==> config.mk <==
export PLATFORM = sky130hd
export DESIGN_NAME = csr_trap_file
export DESIGN_NICKNAME = d
export VERILOG_FILES = /design/src/rtl/csr_trap_file.sv
export SDC_FILE = /design/constraint.sdc
export NUM_CORES = 1
export LEC_CHECK = 0
export ABC_AREA = 1
export BUFFER_PORTS_ARGS = -buffer_cell sky130_fd_sc_hd__buf_2
export CORE_MARGIN = 5
export CORE_UTILIZATION = 40
export DETAILED_ROUTE_END_ITERATION = 8
export PLACE_DENSITY = 0.69
export SLEW_MARGIN = 20
export SYNTH_ARGS = -nofsm -noshare
export SYNTH_HDL_FRONTEND = slang
export SYNTH_SLANG_ARGS = --single-unit
export TNS_END_PERCENT = 50
==> constraint.sdc <==
create_clock -name clk -period 2 [get_ports clk]
set_input_delay 0.4 -clock clk [delete_from_list [all_inputs] [get_ports clk]]
set_output_delay 0.4 -clock clk [all_outputs]
set_load 0.03 [all_outputs]
==> src/rtl/csr_trap_file.sv <==
// csr_trap_file: machine-mode CSR register file with trap-entry / MRET sequencing and EX-stage writes.
// Optional feature macro CSR_COUNTERS_EN adds mcycle, minstret and mhpmcounter3+ (32-bit half access).
module csr_trap_file #(
  parameter int unsigned NUM_HPM   = 2,
  parameter int unsigned CNT_W     = 64,
  parameter logic [31:0] MTVEC_RST = 32'h0000_0000
) (
  input  logic                                     clk,
  input  logic                                     rst,
  input  logic [11:0]                              csr_ra_id,
  output logic [31:0]                              csr_rd,
  output logic                                     csr_illegal,
  input  logic                                     csr_we_ex,
  input  logic [1:0]                               csr_op_ex,
  input  logic [11:0]                              csr_wa_ex,
  input  logic [31:0]                              csr_wd_ex,
  input  logic                                     instret_ex,
  input  logic [((NUM_HPM > 0) ? NUM_HPM : 1)-1:0] hpm_evt,
  input  logic                                     trap_valid,
  input  logic [31:0]                              trap_cause,
  input  logic [31:0]                              trap_pc,
  input  logic                                     mret_valid,
  output logic [31:0]                              mtvec_o,
  output logic [31:0]                              mepc_o,
  output logic [31:0]                              mstatus_o,
  output logic                                     irq_enable
);

  localparam logic [11:0] A_MSTATUS  = 12'h300;
  localparam logic [11:0] A_MIE      = 12'h304;
  localparam logic [11:0] A_MTVEC    = 12'h305;
  localparam logic [11:0] A_MSCRATCH = 12'h340;
  localparam logic [11:0] A_MEPC     = 12'h341;
  localparam logic [11:0] A_MCAUSE   = 12'h342;
  localparam logic [11:0] A_MHARTID  = 12'hF14;

  localparam logic [31:0] MIE_MASK   = 32'h0000_0888;
  localparam logic [31:0] MST_WMASK  = 32'h0000_0088;
  localparam logic [31:0] MST_FIXED  = 32'h0000_1800;

  logic        mie_bit_q, mie_bit_d;
  logic        mpie_bit_q, mpie_bit_d;
  logic [31:0] mie_q, mie_d;
  logic [31:0] mtvec_q, mtvec_d;
  logic [31:0] mscratch_q, mscratch_d;
  logic [31:0] mepc_q, mepc_d;
  logic [31:0] mcause_q, mcause_d;

  logic [31:0] mstatus_rd;
  logic [31:0] wr_old, wr_new, wr_val;
  logic        wr_req, wr_en, bypass;

  // Only MIE/MPIE are stored; MPP is hardwired to machine mode.
  assign mstatus_rd = {19'b0, 2'b11, 3'b0, mpie_bit_q, 3'b0, mie_bit_q, 3'b0};

`ifdef CSR_COUNTERS_EN
  localparam int unsigned NCNT    = NUM_HPM + 2;
  localparam logic [31:0] HI_MASK = 32'((64'd1 << (CNT_W - 32)) - 64'd1);

  // Index 0 = mcycle, 1 = minstret, 2+i = mhpmcounter(3+i).
  logic [CNT_W-1:0] cnt_q [NCNT];
  logic [CNT_W-1:0] cnt_d [NCNT];
  logic [NCNT-1:0]  cnt_inc;
  logic             unused_evt;

  assign unused_evt = ^hpm_evt;

  function automatic logic [11:0] cnt_addr(input int unsigned k, input logic hi);
    logic [11:0] a;
    a = (k == 0) ? 12'hB00 : (12'hB01 + 12'(k));
    return hi ? (a | 12'h080) : a;
  endfunction

  function automatic logic [31:0] cnt_half(input logic [CNT_W-1:0] c, input logic hi);
    logic [63:0] ext;
    ext = 64'(c);
    return hi ? ext[63:32] : ext[31:0];
  endfunction
`else
  logic unused_evt;

  assign unused_evt = ^{instret_ex, hpm_evt};
`endif

  function automatic logic csr_impl(input logic [11:0] a);
    logic hit;
    case (a)
      A_MSTATUS, A_MIE, A_MTVEC, A_MSCRATCH,
      A_MEPC, A_MCAUSE, A_MHARTID: hit = 1'b1;
      default:                     hit = 1'b0;
    endcase
`ifdef CSR_COUNTERS_EN
    for (int unsigned k = 0; k < NCNT; k++) begin
      if ((a == cnt_addr(k, 1'b0)) || (a == cnt_addr(k, 1'b1))) hit = 1'b1;
    end
`endif
    return hit;
  endfunction

  function automatic logic [31:0] csr_value(input logic [11:0] a);
    logic [31:0] v;
    case (a)
      A_MSTATUS:  v = mstatus_rd;
      A_MIE:      v = mie_q;
      A_MTVEC:    v = mtvec_q;
      A_MSCRATCH: v = mscratch_q;
      A_MEPC:     v = mepc_q;
      A_MCAUSE:   v = mcause_q;
      default:    v = '0;
    endcase
`ifdef CSR_COUNTERS_EN
    for (int unsigned k = 0; k < NCNT; k++) begin
      if (a == cnt_addr(k, 1'b0))      v = cnt_half(cnt_q[k], 1'b0);
      else if (a == cnt_addr(k, 1'b1)) v = cnt_half(cnt_q[k], 1'b1);
    end
`endif
    return v;
  endfunction

  // Value as it will actually be stored (and read back) at address a.
  function automatic logic [31:0] csr_masked(input logic [11:0] a, input logic [31:0] v);
    logic [31:0] m;
    case (a)
      A_MSTATUS:             m = (v & MST_WMASK) | MST_FIXED;
      A_MIE:                 m = v & MIE_MASK;
      A_MTVEC, A_MEPC:       m = v & ~32'd3;
      A_MSCRATCH, A_MCAUSE:  m = v;
      default:               m = '0;
    endcase
`ifdef CSR_COUNTERS_EN
    for (int unsigned k = 0; k < NCNT; k++) begin
      if (a == cnt_addr(k, 1'b0))      m = v;
      else if (a == cnt_addr(k, 1'b1)) m = v & HI_MASK;
    end
`endif
    return m;
  endfunction

  assign wr_req = csr_we_ex && (csr_op_ex != 2'b00);
  assign wr_en  = wr_req && !trap_valid && !mret_valid;
  assign bypass = wr_en && (csr_wa_ex == csr_ra_id);

  always_comb begin
    wr_old = csr_value(csr_wa_ex);
    case (csr_op_ex)
      2'b01:   wr_new = csr_wd_ex;
      2'b10:   wr_new = wr_old | csr_wd_ex;
      2'b11:   wr_new = wr_old & ~csr_wd_ex;
      default: wr_new = wr_old;
    endcase
    wr_val = csr_masked(csr_wa_ex, wr_new);
  end

  always_comb begin
    csr_rd      = bypass ? wr_val : csr_value(csr_ra_id);
    csr_illegal = !csr_impl(csr_ra_id);
  end

  always_comb begin
    mie_bit_d  = mie_bit_q;
    mpie_bit_d = mpie_bit_q;
    mie_d      = mie_q;
    mtvec_d    = mtvec_q;
    mscratch_d = mscratch_q;
    mepc_d     = mepc_q;
    mcause_d   = mcause_q;
    if (trap_valid) begin
      mepc_d     = trap_pc & ~32'd3;
      mcause_d   = trap_cause;
      mpie_bit_d = mie_bit_q;
      mie_bit_d  = 1'b0;
    end else if (mret_valid) begin
      mie_bit_d  = mpie_bit_q;
      mpie_bit_d = 1'b1;
    end else if (wr_en) begin
      case (csr_wa_ex)
        A_MSTATUS: begin
          mie_bit_d  = wr_val[3];
          mpie_bit_d = wr_val[7];
        end
        A_MIE:      mie_d      = wr_val;
        A_MTVEC:    mtvec_d    = wr_val;
        A_MSCRATCH: mscratch_d = wr_val;
        A_MEPC:     mepc_d     = wr_val;
        A_MCAUSE:   mcause_d   = wr_val;
        default: ;
      endcase
    end
  end

  always_ff @(posedge clk) begin
    if (rst) begin
      mie_bit_q  <= 1'b0;
      mpie_bit_q <= 1'b0;
      mie_q      <= '0;
      mtvec_q    <= MTVEC_RST & ~32'd3;
      mscratch_q <= '0;
      mepc_q     <= '0;
      mcause_q   <= '0;
    end else begin
      mie_bit_q  <= mie_bit_d;
      mpie_bit_q <= mpie_bit_d;
      mie_q      <= mie_d;
      mtvec_q    <= mtvec_d;
      mscratch_q <= mscratch_d;
      mepc_q     <= mepc_d;
      mcause_q   <= mcause_d;
    end
  end

`ifdef CSR_COUNTERS_EN
  // A committed write to either half takes precedence over that counter's increment.
  always_comb begin
    cnt_inc    = '0;
    cnt_inc[0] = 1'b1;
    cnt_inc[1] = instret_ex;
    for (int unsigned i = 0; i < NUM_HPM; i++) cnt_inc[i+2] = hpm_evt[i];
    for (int unsigned k = 0; k < NCNT; k++) begin
      cnt_d[k] = cnt_q[k] + CNT_W'(cnt_inc[k]);
      if (wr_en && (csr_wa_ex == cnt_addr(k, 1'b0)))
        cnt_d[k] = {cnt_q[k][CNT_W-1:32], wr_val};
      else if (wr_en && (csr_wa_ex == cnt_addr(k, 1'b1)))
        cnt_d[k] = {wr_val[CNT_W-33:0], cnt_q[k][31:0]};
    end
  end

  always_ff @(posedge clk) begin
    for (int unsigned k = 0; k < NCNT; k++) begin
      if (rst) cnt_q[k] <= '0;
      else     cnt_q[k] <= cnt_d[k];
    end
  end
`endif

  assign mtvec_o    = mtvec_q;
  assign mepc_o     = mepc_q;
  assign mstatus_o  = mstatus_rd;
  assign irq_enable = mie_bit_q;

endmodule

==> results of run 1 <==
## power by group through the flow
stage | clock (mW) | sequential, mW | combinational [mW]
floorplan | 0 | 3.46 | 0.598
global placement | 0 | 3.40 | 1.14
detailed placement | 0 | 3.41 | 1.15
CTS | 3.45 | 3.33 | 1.19
global route | 3.58 | 3.34 | 1.35
finish | 3.45 | 3.34 | 1.26
## layout make-up
class                           instances  area, sq um  area share, %
Multi-Input combinational cell       1094         6630           42.2
Timing Repair Buffer                  475         3740           23.8
Sequential cell                       162         3240           20.6
Inverter                              282         1100           6.99
Clock buffer                           19          443           2.82
Tap cell                              335          419           2.67
Clock inverter                         11          153          0.971
## path summary, 6_finish.rpt
check / cells after the start / start / to
hold / removal: 2 / rst / mepc_o[13]
hold reg to reg: 2 / mie_q[14] / mie_q[14]
setup reg to reg: 10 / mpie_bit_q / mcause_q[7]
setup / recovery: 12 / csr_wa_ex[4] / csr_rd[5]
## kinds of logic after synthesis
family	share of synthesized area (%)
DFF	30.7
AOI/OAI and AO/OA	27.3
xor gates and xnor gates	0.828
other	0.0710
and+or+nand+nor	24.1
buffers and inverters	17.0
## layer usage
layer	part of all wire (%)	global-route usage, %	up-vias
met3	10	6.07	176
met2	47	48.2	812
li1	-	-	6119
met4	4.9	14.3	0
met1	38	36.6	5978
met5	0	0	-
## layout by cell type (no fill, tap or decap), drive strengths merged, types with 2 or more instances in the layout
master / instances
buf: 474
inv: 281
nand2: 266
o21ai: 219
dfxtp: 162
nor2: 144
a21oi: 125
nand3: 90
o22ai: 87
nor3: 50
conb: 30
o31ai: 30
clkbuf: 20
o211ai: 15
xnor2: 8
nand4: 6
a31oi: 5
o21a: 5
clkinv: 5
clkinvlp: 4
bufinv: 3
or2: 3
xor2: 2
nor4: 2
## what timing repair did
action	in CTS	in global routing
gates cloned	1	0
setup endpoints to repair	33	33
gates resized for setup	145	128
pin swaps	25	40
buffers inserted	13	6
## flip-flops by register name, indices dropped and copies added (netlist names)
register / cells
mcause_q: 32
mie_q: 32
mscratch_q: 32
mtvec_o: 32
mpie_bit_q: 1
mepc_o: 32
irq_enable: 1
==> impl_metrics.py, run 1 <==
metrics = {
    "run_status": {
        "violations": "setup timing",
        "outcome": "finished with violations",
    },
    "route": {
        "post_drt_wl_per_cell_microns": 19.7,
        "via_per_inst": 5.50,
        "drt_iter0_drc": 1575,
        "finalWirelength_microns": 46700,
        "ant_nets": 0,
        "dr.pass1.iters": 6,
        "drc": 0,
        "num_vias": 13100,
    },
    "power_and_ir_drop": {
        "power.internal_mw": 5.77,
        "peakVddDrop_v": 0.000456,
        "p_leak_nw": 6.87,
        "power.switching_mw": 2.28,
        "p_sw_share_pct": 28.3,
        "p_comb_share_pct": 15.7,
        "clock_power_share_pct": 42.9,
        "cellPowerDensity_mw_per_mm2": 512,
        "p_total_mw": 8.05,
        "p_seq_share_pct": 41.5,
    },
    "floorplan": {
        "start_util_pct": 40.6,
        "io_pins": 260,
        "die_x_microns": 173,
        "die_area_sq_mm": 0.0298,
        "rows": 59,
        "die_h_microns": 173,
        "core_area_sq_mm": 0.0261,
    },
    "synthesis": {
        "ys_ff_latch": 162,
        "synth.yosys.seq_area_share_pct": 30.7,
        "syn_area_sq_mm": 0.0106,
        "ys_types": 52,
        "yosys-top-cells-area": "dfxtp_1 (31%), inv_1 (9.4%), nand2_1 (9.0%), o21ai_0 (6.2%), a21oi_1 (5.8%)",
        "synth_top_cell_by_area": "dfxtp_1",
        "synth_top_area_share_pct": 30.7,
        "synth-edff-count": 0,
        "async_flop_share_pct": 0,
        "ys_warn_count": 0,
        "ys.flop_type": "dfxtp_1",
        "synthCells": 1639,
        "postSynthAreaPerCell_sq_um": 6.45,
        "synthTopCellsByCount": "inv_1 (266), nand2_1 (253), dfxtp_1 (162)",
        "yosysMostFrequentCell": "inv_1",
    },
    "worst_setup_path": {
        "path_class": "in -> out",
        "crit_path_end_kind": "output pin",
        "cp_common_cell": "nor2_4",
        "crit_chain": "buf_8, nor2_4, nand2_2, nor2_4, nand2_4, buf_12, o22ai_2, nor2_1, o211ai_1, nand2_1, o21ai_4, buf_6",
        "crit_path_top_delay_cell": "nor2_4",
        "crit_required_ps": 1600,
        "max_stage_delay_ps": 180,
        "worst_ep_arrival_time_ps": 2070,
        "r2r_slack_ps": 540,
        "crit_family": "simple AND/OR/NAND/NOR gates",
        "critPathLaunchType": "primary input",
        "path_buf_inv": 3,
        "worst-path-max-fanout": 6,
    },
    "clock_network": {
        "cts_max_level": 4,
        "cts_tree": "done",
        "cts_root_buf": "clkbuf_16",
        "cts-hold-fix-buffers": 0,
        "cts_buffers": 17,
        "worstSkewPairLatency_ps": 430,
        "clock_sinks": 162,
        "clockBufferDepth": 2,
        "clkSlewWorstSetupHoldPaths_ps": 70,
    },
    "cells_and_area": {
        "final_core_util_pct": 60.3,
        "n_antenna_cell": 0,
        "drive_above_1_share_pct": 36.6,
        "area_delta_synth_final_pct": 48.7,
        "fin_cells": 2378,
        "postLayoutCellArea_sq_mm": 0.0157,
        "nets": 2162,
        "fillers": 2297,
    },
    "global_routing": {
        "grt_max_degree": 68,
        "globalRouteOverflowTotal": 0,
        "gr-usage-all-layers_pct": 29.3,
        "grt_pass1_wl_microns": 70300,
        "grt_antenna_before_repair": 0,
        "grt_pass1_vias": 13000,
    },
    "sta": {
        "finalCritPeriodShare_pct": 124,
        "hold_ws_ps": 267,
        "hold_violations": 0,
        "slew_violations": 0,
        "relSlewSlack_pct": 44.5,
        "fin_crit_ps": 2470,
        "rsz0062_at_grt": "true",
        "fin_ws_ps": -474,
        "setup_viol": 33,
        "setup_tns_ps": -13290,
        "clock_skew_ps": 15.4,
        "worst_pin_slew_ps": 832,
        "clock.fmax_ghz": 0.404,
    },
    "placed_design": {
        "routabilityCongestion": 0.972,
        "dp.cells": 2328,
        "place_area_sq_mm": 0.0139,
        "io_buffers": 224,
        "dp_slack_ps": -589,
        "hpwl_microns": 33100,
    },
    "flow_run": {
        "cap_violations": 0,
    },
    "min_path": {
        "hp-class": "in -> reg",
    },
}
(Power assumes the default switching activity.)
==> run 2: changes to the inputs <==
Settings changed: SETUP_SLACK_MARGIN from default to 0.1.
==> impl_metrics.py, run 2 (synthesis gave the netlist of run 1 again) <==
metrics = {
    "route": {
        "finalWirelength_microns": 47100,
        "drc": 0,
        "dr.pass1.iters": 6,
        "ant_nets": 0,
        "num_vias": 13300,
        "drt_iter0_drc": 1281,
        "via_per_inst": 5.56,
        "post_drt_wl_per_cell_microns": 19.7,
    },
    "global_routing": {
        "grt_pass1_wl_microns": 70500,
        "busiest_layer": "met2",
        "grtUsageMet1_pct": 36.7,
        "grt_antenna_before_repair": 1,
        "globalRouteOverflowTotal": 0,
        "grt_pass1_vias": 12800,
        "grt_use_met3_pct": 6.70,
        "gr-usage-all-layers_pct": 29.5,
        "grt_max_degree": 85,
        "grtUsageMet2_pct": 47.9,
    },
    "cells_and_area": {
        "final_core_util_pct": 60.4,
        "drive_above_1_share_pct": 35.7,
        "postLayoutCellArea_sq_mm": 0.0157,
        "area_delta_synth_final_pct": 48.8,
        "final_cell_mix": "inv_1 (259), buf_4 (215), nand2_1 (204), buf_2 (183), dfxtp_1 (162)",
        "final_common_cell": "inv_1",
        "nets": 2176,
        "n_antenna_cell": 0,
    },
    "clock_network": {
        "worstSkewPairLatency_ps": 440,
        "cts_root_buf": "clkbuf_16",
        "cts_tree": "done",
        "cts_max_level": 4,
        "cts_buffers": 17,
        "clock_sinks": 162,
        "cts-hold-fix-buffers": 0,
        "clockBufferDepth": 2,
        "clkSlewWorstSetupHoldPaths_ps": 70,
    },
    "sta": {
        "fin_ws_ps": -527,
        "slew_violations": 0,
        "setup_viol": 33,
        "finalCritPeriodShare_pct": 126,
        "relSlewSlack_pct": 46.7,
        "fin_crit_ps": 2530,
        "clock_skew_ps": 12.3,
        "clock.fmax_ghz": 0.396,
        "hold_violations": 0,
        "worst_pin_slew_ps": 800,
        "rsz0062_at_grt": "true",
    },
    "power_and_ir_drop": {
        "p_seq_share_pct": 41.3,
        "p_sw_share_pct": 28.3,
        "clock_power_share_pct": 42.9,
        "p_total_mw": 8.06,
        "cellPowerDensity_mw_per_mm2": 513,
        "p_comb_share_pct": 15.7,
        "power.switching_mw": 2.28,
        "peakVddDrop_v": 0.000447,
        "power.internal_mw": 5.78,
        "p_leak_nw": 7.00,
    },
    "worst_setup_path": {
        "worst_ep_arrival_time_ps": 2130,
        "r2r_start": "mtvec_o[11]",
        "r2r_cells": 12,
        "crit_required_ps": 1600,
        "rr_endpoint": "mepc_o[11]",
        "critPathLaunchType": "primary input",
        "crit_path_end_kind": "output pin",
        "r2r_slack_ps": 390,
        "path_class": "in -> out",
        "worst-path-max-fanout": 14,
    },
    "placed_design": {
        "hpwl_microns": 33300,
        "place_area_sq_mm": 0.0141,
        "routabilityCongestion": 0.962,
        "io_buffers": 224,
    },
    "min_path": {
        "worstHoldStart": "trap_pc[7]",
        "hold_end": "mepc_o[7]",
        "hp-class": "in -> reg",
        "hold_path_depth": 3,
    },
    "floorplan": {
        "die_h_microns": 173,
        "core_area_sq_mm": 0.0261,
        "start_util_pct": 40.6,
        "die_x_microns": 173,
        "io_pins": 260,
        "die_area_sq_mm": 0.0298,
        "rows": 59,
    },
    "flow_run": {
        "cap_violations": 0,
    },
    "run_status": {
        "outcome": "finished with violations",
        "violations": "setup timing",
    },
}
-- run 2: changes by cell type in the layout (fill, tap and decap cells not counted), sizes merged --
cell	before	now
clkinv	5	6
inv	281	283
clkinvlp	4	1
clkbuf	20	21
bufbuf	0	2
buf	474	485
-- run 2: repair_timing --
| item | 4_1_cts | 5_1_grt |
|---|---|---|
| setup buffers | 7 | 12 |
| cloned | 3 | 1 |
| resized for setup | 122 | 83 |
| setup endpoints to repair | 33 | 35 |
| pin swaps | 13 | 32 |
-- run 2: per-stage QoR --
stage          setup slack, ps  TNS [ps]  hold WS [ps]  std cells
2_1_floorplan             -189     -4390           439       1667
3_3_place_gp              -533    -21780           447       2339
3_5_place_dp              -561    -24840           452       2339
4_1_cts                   -471    -13830           230       2379
5_1_grt                   -588    -17700           235       2392
6_report                  -527    -14600           235       2392
-- run 2: cell type report --
| class | count | area [sq um] |
|---|---|---|
| clock buffer | 19 | 443 |
| fill | 2325 | 10300 |
| clock inverter | 11 | 154 |
| multi-input combinational | 1094 | 6430 |
| tap | 335 | 419 |
| inverter | 282 | 1090 |
| sequential | 162 | 3240 |
| timing repair buffer | 489 | 3950 |
-- run 2: power by group through the flow --
| stage | sequential [mW] | combinational [mW] | clock (mW) |
|---|---|---|---|
| 6_report | 3.33 | 1.27 | 3.46 |
| 5_1_grt | 3.34 | 1.35 | 3.61 |
| 4_1_cts | 3.33 | 1.21 | 3.46 |
| 3_5_place_dp | 3.40 | 1.17 | 0 |
| 3_3_place_gp | 3.40 | 1.16 | 0 |
| 2_1_floorplan | 3.46 | 0.597 | 0 |
-- run 2: critical path, cell delays in order --
cell and delay (ps):
buf_6 90, inv_4 30, nor2_4 110, nand2_4 70, nor2_8 190, buf_6 150
nand2_8 70, buf_12 170, o22ai_2 140, nor2_1 60, o211ai_1 120, nand2_1 150
o21ai_4 190, buf_6 150
-- run 2: worst max path at each step --
stage                             start          to  depth (start not counted)
after floorplan            csr_ra_id[0]  csr_rd[27]                          6
after global placement     csr_ra_id[9]   csr_rd[7]                         14
after detailed placement   csr_wa_ex[5]   csr_rd[3]                         14
after CTS                 csr_wa_ex[11]   csr_rd[3]                         16
after global routing       csr_wa_ex[4]  csr_rd[20]                         13
final                      csr_wa_ex[6]  csr_rd[20]                         14
-- run 2: layer usage --
layer | vias up | wire [microns]
li1 | 6140 | -
met4 | 2 | 2550
met2 | 909 | 21400
met5 | - | 13
met3 | 196 | 5600
met1 | 6048 | 17500
